### config.mk
export PLATFORM = sky130hd
export DESIGN_NAME = spi_txn_fsm
export DESIGN_NICKNAME = d
export VERILOG_FILES = /design/src/rtl/spi_txn_fsm.sv
export SDC_FILE = /design/constraint.sdc
export NUM_CORES = 1
export LEC_CHECK = 0
export CAP_MARGIN = 20
export CORE_AREA = 2 2 39 41
export CTS_BUF_LIST = sky130_fd_sc_hd__clkbuf_2 sky130_fd_sc_hd__clkbuf_4 sky130_fd_sc_hd__clkbuf_8
export DETAILED_ROUTE_END_ITERATION = 6
export DIE_AREA = 0 0 41 43
export PLACE_DENSITY = 0.8
export SETUP_SLACK_MARGIN = 0.1
export SYNTH_ARGS = -nofsm -noshare
export SYNTH_HDL_FRONTEND = slang
export SYNTH_SLANG_ARGS = --single-unit
### constraint.sdc
create_clock -name clk -period 3.69 [get_ports clk]
set_input_delay 0.369 -clock clk [delete_from_list [all_inputs] [get_ports clk]]
set_output_delay 0.369 -clock clk [all_outputs]
set_load 0.02 [all_outputs]
### src/rtl/spi_txn_fsm.sv
// SPI transaction sequencer: header count, decode, then read-shift or write-commit. Outputs are registered, one clk after the deciding edge.
// There is no backpressure: SCLK pulses are consumed or dropped. The optional sticky abort flag is enabled with SPI_TXN_FSM_ERR_EN.
module spi_txn_fsm #(
   parameter int ADDR_BITS = 7,
   parameter int DATA_BITS = 8
) (
   input  logic       clk,
   input  logic       reset,
   input  logic       cs,
   input  logic       sclk_pos,
   input  logic       sclk_neg,
   input  logic       rw_bit,
   output logic       addr_we,
   output logic       sr_we,
   output logic       dm_we,
   output logic       miso_buff,
   output logic [2:0] state,
   output logic       err
);

   localparam int CNT_MAX = (ADDR_BITS + 1 > DATA_BITS) ? ADDR_BITS + 1 : DATA_BITS;
   localparam int CW      = $clog2(CNT_MAX + 1);
   localparam logic [CW-1:0] HDR_LAST  = CW'(ADDR_BITS);
   localparam logic [CW-1:0] DATA_LAST = CW'(DATA_BITS - 1);

   typedef enum logic [2:0] {
      IDLE     = 3'd0,
      GET_HDR  = 3'd1,
      DECODE   = 3'd2,
      RD_LOAD  = 3'd3,
      RD_SHIFT = 3'd4,
      WR_GET   = 3'd5,
      WR_MEM   = 3'd6,
      DONE     = 3'd7
   } state_t;

   state_t          cur, nxt;
   logic [CW-1:0]   cnt, cnt_nxt;
   logic            addr_we_nxt, sr_we_nxt, dm_we_nxt, miso_nxt;

   always_ff @(posedge clk) begin
      if (reset) begin
         cur       <= IDLE;
         cnt       <= '0;
         addr_we   <= 1'b0;
         sr_we     <= 1'b0;
         dm_we     <= 1'b0;
         miso_buff <= 1'b0;
      end else begin
         cur       <= nxt;
         cnt       <= cnt_nxt;
         addr_we   <= addr_we_nxt;
         sr_we     <= sr_we_nxt;
         dm_we     <= dm_we_nxt;
         miso_buff <= miso_nxt;
      end
   end

   always_comb begin
      nxt         = cur;
      cnt_nxt     = cnt;
      addr_we_nxt = 1'b0;
      sr_we_nxt   = 1'b0;
      dm_we_nxt   = 1'b0;
      // cs deassert outranks every SCLK pulse and kills any pending strobe
      if (cs && cur != IDLE) begin
         nxt     = IDLE;
         cnt_nxt = '0;
      end else begin
         case (cur)
            IDLE: begin
               cnt_nxt = '0;
               if (!cs) nxt = GET_HDR;
            end
            GET_HDR: begin
               if (sclk_pos) begin
                  if (cnt == HDR_LAST) begin
                     nxt     = DECODE;
                     cnt_nxt = '0;
                  end else begin
                     cnt_nxt = cnt + 1'b1;
                  end
               end
            end
            DECODE: begin
               addr_we_nxt = 1'b1;
               nxt         = rw_bit ? RD_LOAD : WR_GET;
            end
            RD_LOAD: begin
               sr_we_nxt = 1'b1;
               nxt       = RD_SHIFT;
            end
            RD_SHIFT: begin
               if (sclk_neg) begin
                  if (cnt == DATA_LAST) begin
                     nxt     = DONE;
                     cnt_nxt = '0;
                  end else begin
                     cnt_nxt = cnt + 1'b1;
                  end
               end
            end
            WR_GET: begin
               if (sclk_pos) begin
                  if (cnt == DATA_LAST) begin
                     nxt     = WR_MEM;
                     cnt_nxt = '0;
                  end else begin
                     cnt_nxt = cnt + 1'b1;
                  end
               end
            end
            WR_MEM: begin
               dm_we_nxt = 1'b1;
               nxt       = DONE;
            end
            DONE: begin
               cnt_nxt = '0;
            end
            default: begin
               nxt     = IDLE;
               cnt_nxt = '0;
            end
         endcase
      end
      // MISO driver follows the state it is entering so it spans RD_SHIFT exactly
      miso_nxt = (nxt == RD_SHIFT);
   end

   assign state = cur;

`ifdef SPI_TXN_FSM_ERR_EN
   logic err_q;

   always_ff @(posedge clk) begin
      if (reset) begin
         err_q <= 1'b0;
      end else if (cs && cur != IDLE && cur != DONE) begin
         err_q <= 1'b1;
      end
   end

   assign err = err_q;
`else
   assign err = 1'b0;
`endif

endmodule
==> results.md <==
Outcome:
- The run finished with clean final reports.

Setup path:
- Traced cell by cell, the critical path runs through clkdlybuf4s50_1.
- The worst setup path is captured at an output port.
- The required time reported for the critical path endpoint is 3.32 ns.
- The path type of the worst setup path is reg2out.
- Along the worst path, the maximum fanout reaches 12.
- Together, buffers and inverters on the worst path number 1.
- The worst register-to-register path ends at cnt[0].
- At the worst endpoint, the arrival time is 1.51 ns.
- The worst register-to-register path begins at state[0].
- The sort of element at the start of the critical path is a flop.
- The largest individual stage delay along the critical path comes from the cell clkdlybuf4s50_1.
- For flop-to-flop paths, the worst setup slack is 2.09 ns.
- The end point of the critical path is state[0].
- Tracing the worst setup path back leads to its startpoint at state[0].
- The largest single stage delay on the critical path is 0.68 ns.
- The cell family with the largest share of critical-path delay is buffers and inverters.
- For the worst flop-to-flop path, the logic depth is 4.
- In this run the number of cells on the critical path is 1.

Floorplanning:
- The count of pins on the block boundary is 14.
- The initial utilization of the core area, before any placement, comes to a little over two fifths.
- The die area is 0.00176 mm².
- The floorplan die height is 43 µm.
- The die outline width is 41 µm.
- The number of cell rows is 14.
- The floorplan step defined a core boundary enclosing 0.00138 mm².

STA:
- The number of max-slew violations in the final report is 0.
- The accumulated negative setup slack is 0 ns.
- The final critical path time including I/O delays and setup is roughly 1.9 ns.
- The number of hold-slack violations in the final timing report is 0.
- The slack of the critical path is 1.81 ns.
- Setup repair after global routing left no endpoint under its margin.
- The final setup violation count is 0.
- The portion of the clock cycle consumed by the worst path in the final layout is between 50 and 60%.
- Timing would allow up to roughly 0.53 GHz.
- The worst-case hold slack is 0.478 ns.
- The worst clock skew on the final layout is between 0.009 and 0.01 ns.

Global route:
- The layer flagged by global routing as most heavily used is met2.
- The first global-routing pass estimated between 2 and 2.5 mm of wire.
- The initial antenna violation count is 0.
- For this run, global-route usage on met2 was measured as 25.6%.
- Global routing finished with a remaining overflow of 0.
- Global routing used 17.8% of the available tracks.
- The number of global-route vias before repair came to 495.
- Entering global routing, the biggest net connects 13 pins.
- The met3 usage in global routing is 10.5%.
- The global-route met1 utilization is 19.1%.

Clock network:
- The total clock buffers created by CTS is 3.
- The deepest clock path buffer count is 2.
- The number of post-CTS setup repair buffers is 0.
- The clock root buffer master is clkbuf_4.
- The clock tree from TritonCTS is yes.
- In this run the number of H-tree levels came out at 1.
- Hold repair after CTS inserted 0 buffers.
- The total number of clock tree sinks is 11.
- At the later pin of the worst-skew pair, clock insertion delay measures between 0.2 and 0.3 ns.
- The clock slew at the register clock pins of the worst setup and hold paths is approximately 0.06 ns.
- The post-cts resize count is 0.

Yosys:
- The sequential fraction of the synthesis area is 37.0%.
- In this run, synthesis inferred 0 flip-flops with an integrated enable.
- The most used flip-flop cell after synthesis is dfxtp_1.
- The cell area that synthesis handed to floorplanning was just under 600 µm².
- The number of standard cells after synthesis is 66.
- In the post-synthesis netlist, the biggest area contributors are dfxtp_1 37%, nand2b_1 5.3%, a21oi_1 4.2%, buf_4 3.8%, nor2_1 3.8%.
- The dominant cell type by area after synthesis is dfxtp_1.
- Summing the areas of all fa, ha and maj instances in the mapped netlist gives 2.10% of the synthesized area.
- The synthesized netlist devotes 23.7% of its cell area to compound gates.
- Of the total synthesized cell area, the portion taken by AND, OR, NAND and NOR gates is 28.4%.
- dfxtp_1 is the most common cell in the netlist.
- The async set-or-reset flop fraction in the synthesized netlist is 0%.
- The number of synthesis warnings is 0.
- After synthesis, the largest family of logic cells by area is simple AND/OR/NAND/NOR gates.
- Multiplexer cells account for 1.89% of the synthesized area.
- Summing the areas of all xor and xnor instances in the mapped netlist gives 0% of the synthesized area.
- By count the netlist is led by 11 x dfxtp_1, 6 x nor2_1, 5 x a21oi_1, 5 x nand2b_1, 4 x nand2_1.
- The area share of the largest cell type after synthesis is 37.0%.
- The number of different library cells used by synthesis comes to 34.
- The synthesized netlist net count is 73.
- After synthesis, the mean cell area works out to 9.02 µm².
- Counting flops and latches in the post-synthesis netlist gives 11.

Routing:
- Summing over every cut layer, the via total after detailed routing is 543.
- The remaining antenna violation count after routing is 0.
- For this run, design rule violations remaining after detail routing come to 0.
- The ratio of routed vias to standard cells is 5.78.
- In this run, the number of DRC markers left after iteration 0 of detailed routing was 12.
- The final layout contains routed wiring with a total length of 1.29 mm.
- The first TritonRoute pass finished after 4 iterations.
- Dividing the detail-routed wire length by the instance count gives 13.7 µm.

Placement:
- The count of input and output buffers is 12.
- The instance area at placement is about 700 µm².
- The total half-perimeter wirelength after legalization and detailed placement is 957 µm.
- The setup slack after placement is around 2.0 ns.
- The routability congestion estimate is 0.840.

Final layout:
- The area growth from synthesis to layout is 22.9%.
- The net count reported at finish is 86.
- The number of inserted diodes is 0.
- The post-route netlist has 14.1% of its cells at a drive strength greater than 1.
- The finished layout cell area is 732 µm².
- For this run, the share of the core covered by cells in the final layout is 52.9%.

Pwr:
- Dividing total power by cell area gives a power density of about 330 mW/mm².
- The largest voltage drop on the vdd net is ~0.25 mV.
- The static leakage is 0.277 nW.

Worst hold path:
- In this run the worst hold path is classified as reg2reg.

Run:
- Across the run, the number of max-cap violations was 0.
==> layout by cell type (no fill, tap or decap) <==
| cell | count |
|---|---|
| clkdlybuf4s50_1 | 12 |
| dfxtp_1 | 11 |
| nor2_1 | 6 |
| nand2b_1 | 5 |
| a21oi_1 | 5 |
| nand2_1 | 4 |
| clkbuf_4 | 4 |
| o21ai_0 | 3 |
| and3_1 | 2 |
| nand3_1 | 2 |
| nor3_1 | 1 |
| or3_4 | 1 |
| nand3b_1 | 1 |
| or2b_1 | 1 |
| a21bo_2 | 1 |
| o221a_4 | 1 |
| a21oi_2 | 1 |
| o221ai_2 | 1 |
| nor4_1 | 1 |
| nor2b_1 | 1 |
| a32o_1 | 1 |
| nand4_1 | 1 |
| a21o_1 | 1 |
| mux2_2 | 1 |
| and3b_1 | 1 |
| inv_1 | 1 |
| o22ai_1 | 1 |
| a22oi_1 | 1 |
| o21bai_1 | 1 |
| a221oi_1 | 1 |
| nand4b_1 | 1 |
| nor3_2 | 1 |
| ha_1 | 1 |
| conb_1 | 1 |
==> worst min-delay path by stage <==
stage / start / end / slack [ns] / depth (start not counted)
after floorplan: cnt[1] / cnt[1] / 0.44 / 2
after global placement: cnt[1] / cnt[1] / 0.46 / 2
after detailed placement: cnt[1] / cnt[1] / 0.47 / 2
after CTS: cnt[1] / cnt[1] / 0.48 / 2
after global routing: cnt[1] / cnt[1] / 0.52 / 2
final: cnt[1] / cnt[1] / 0.48 / 2
==> through the flow <==
| step | power (mW) | instances |
|---|---|---|
| 6_report | 0.244 | 94 |
| 5_1_grt | 0.258 | 94 |
| 4_1_cts | 0.248 | 94 |
| 3_5_place_dp | 0.158 | 90 |
| 3_3_place_gp | 0.157 | 90 |
| 2_1_floorplan | 0.146 | 66 |
==> per-layer routing <==
layer | routed length, µm | vias to the layer above
met4 | 11 | 0
met2 | 654 | 14
met3 | 62 | 2
met5 | 0 | -
met1 | 557 | 266
li1 | - | 261
==> report_power, final <==
group          total [mW]  switching (mW)  leakage (nW)  internal, mW
Clock              0.0884          0.0393        0.0184        0.0492
Combinational      0.0318          0.0169         0.170        0.0150
Sequential          0.124         0.00383        0.0889         0.120
==> final cells by class <==
cell class	instances	area [µm²]
inverters	1	3.75
multi-input cells	50	338
fillers	133	652
clock buffers	4	30.0
well taps	16	20.0
repair buffers	12	120
flip-flops and latches	11	220
==> registers in the layout (all words and copies together) (netlist names) <==
| register | count |
|---|---|
| sr_we | 1 |
| dm_we | 1 |
| state | 3 |
| addr_we | 1 |
| miso_buff | 1 |
| cnt | 4 |
==> cells by family (layout without fill, tap and decap cells) <==
family          Yosys count  in the layout
other cells               1              1
flops                    11             11
fa+ha+maj                 1              1
simple gates             29             29
mux                       1              1
compound gates           18             18
buf+inv                   5             17
==> worst min-delay path: cells and delay by family (launching register included) <==
| family | cells | cell delay [ns] |
|---|---|---|
| compound gates | 1 | 0.05 |
| flops | 1 | 0.32 |
| simple gates | 1 | 0.06 |
(Power assumes the default switching activity.)
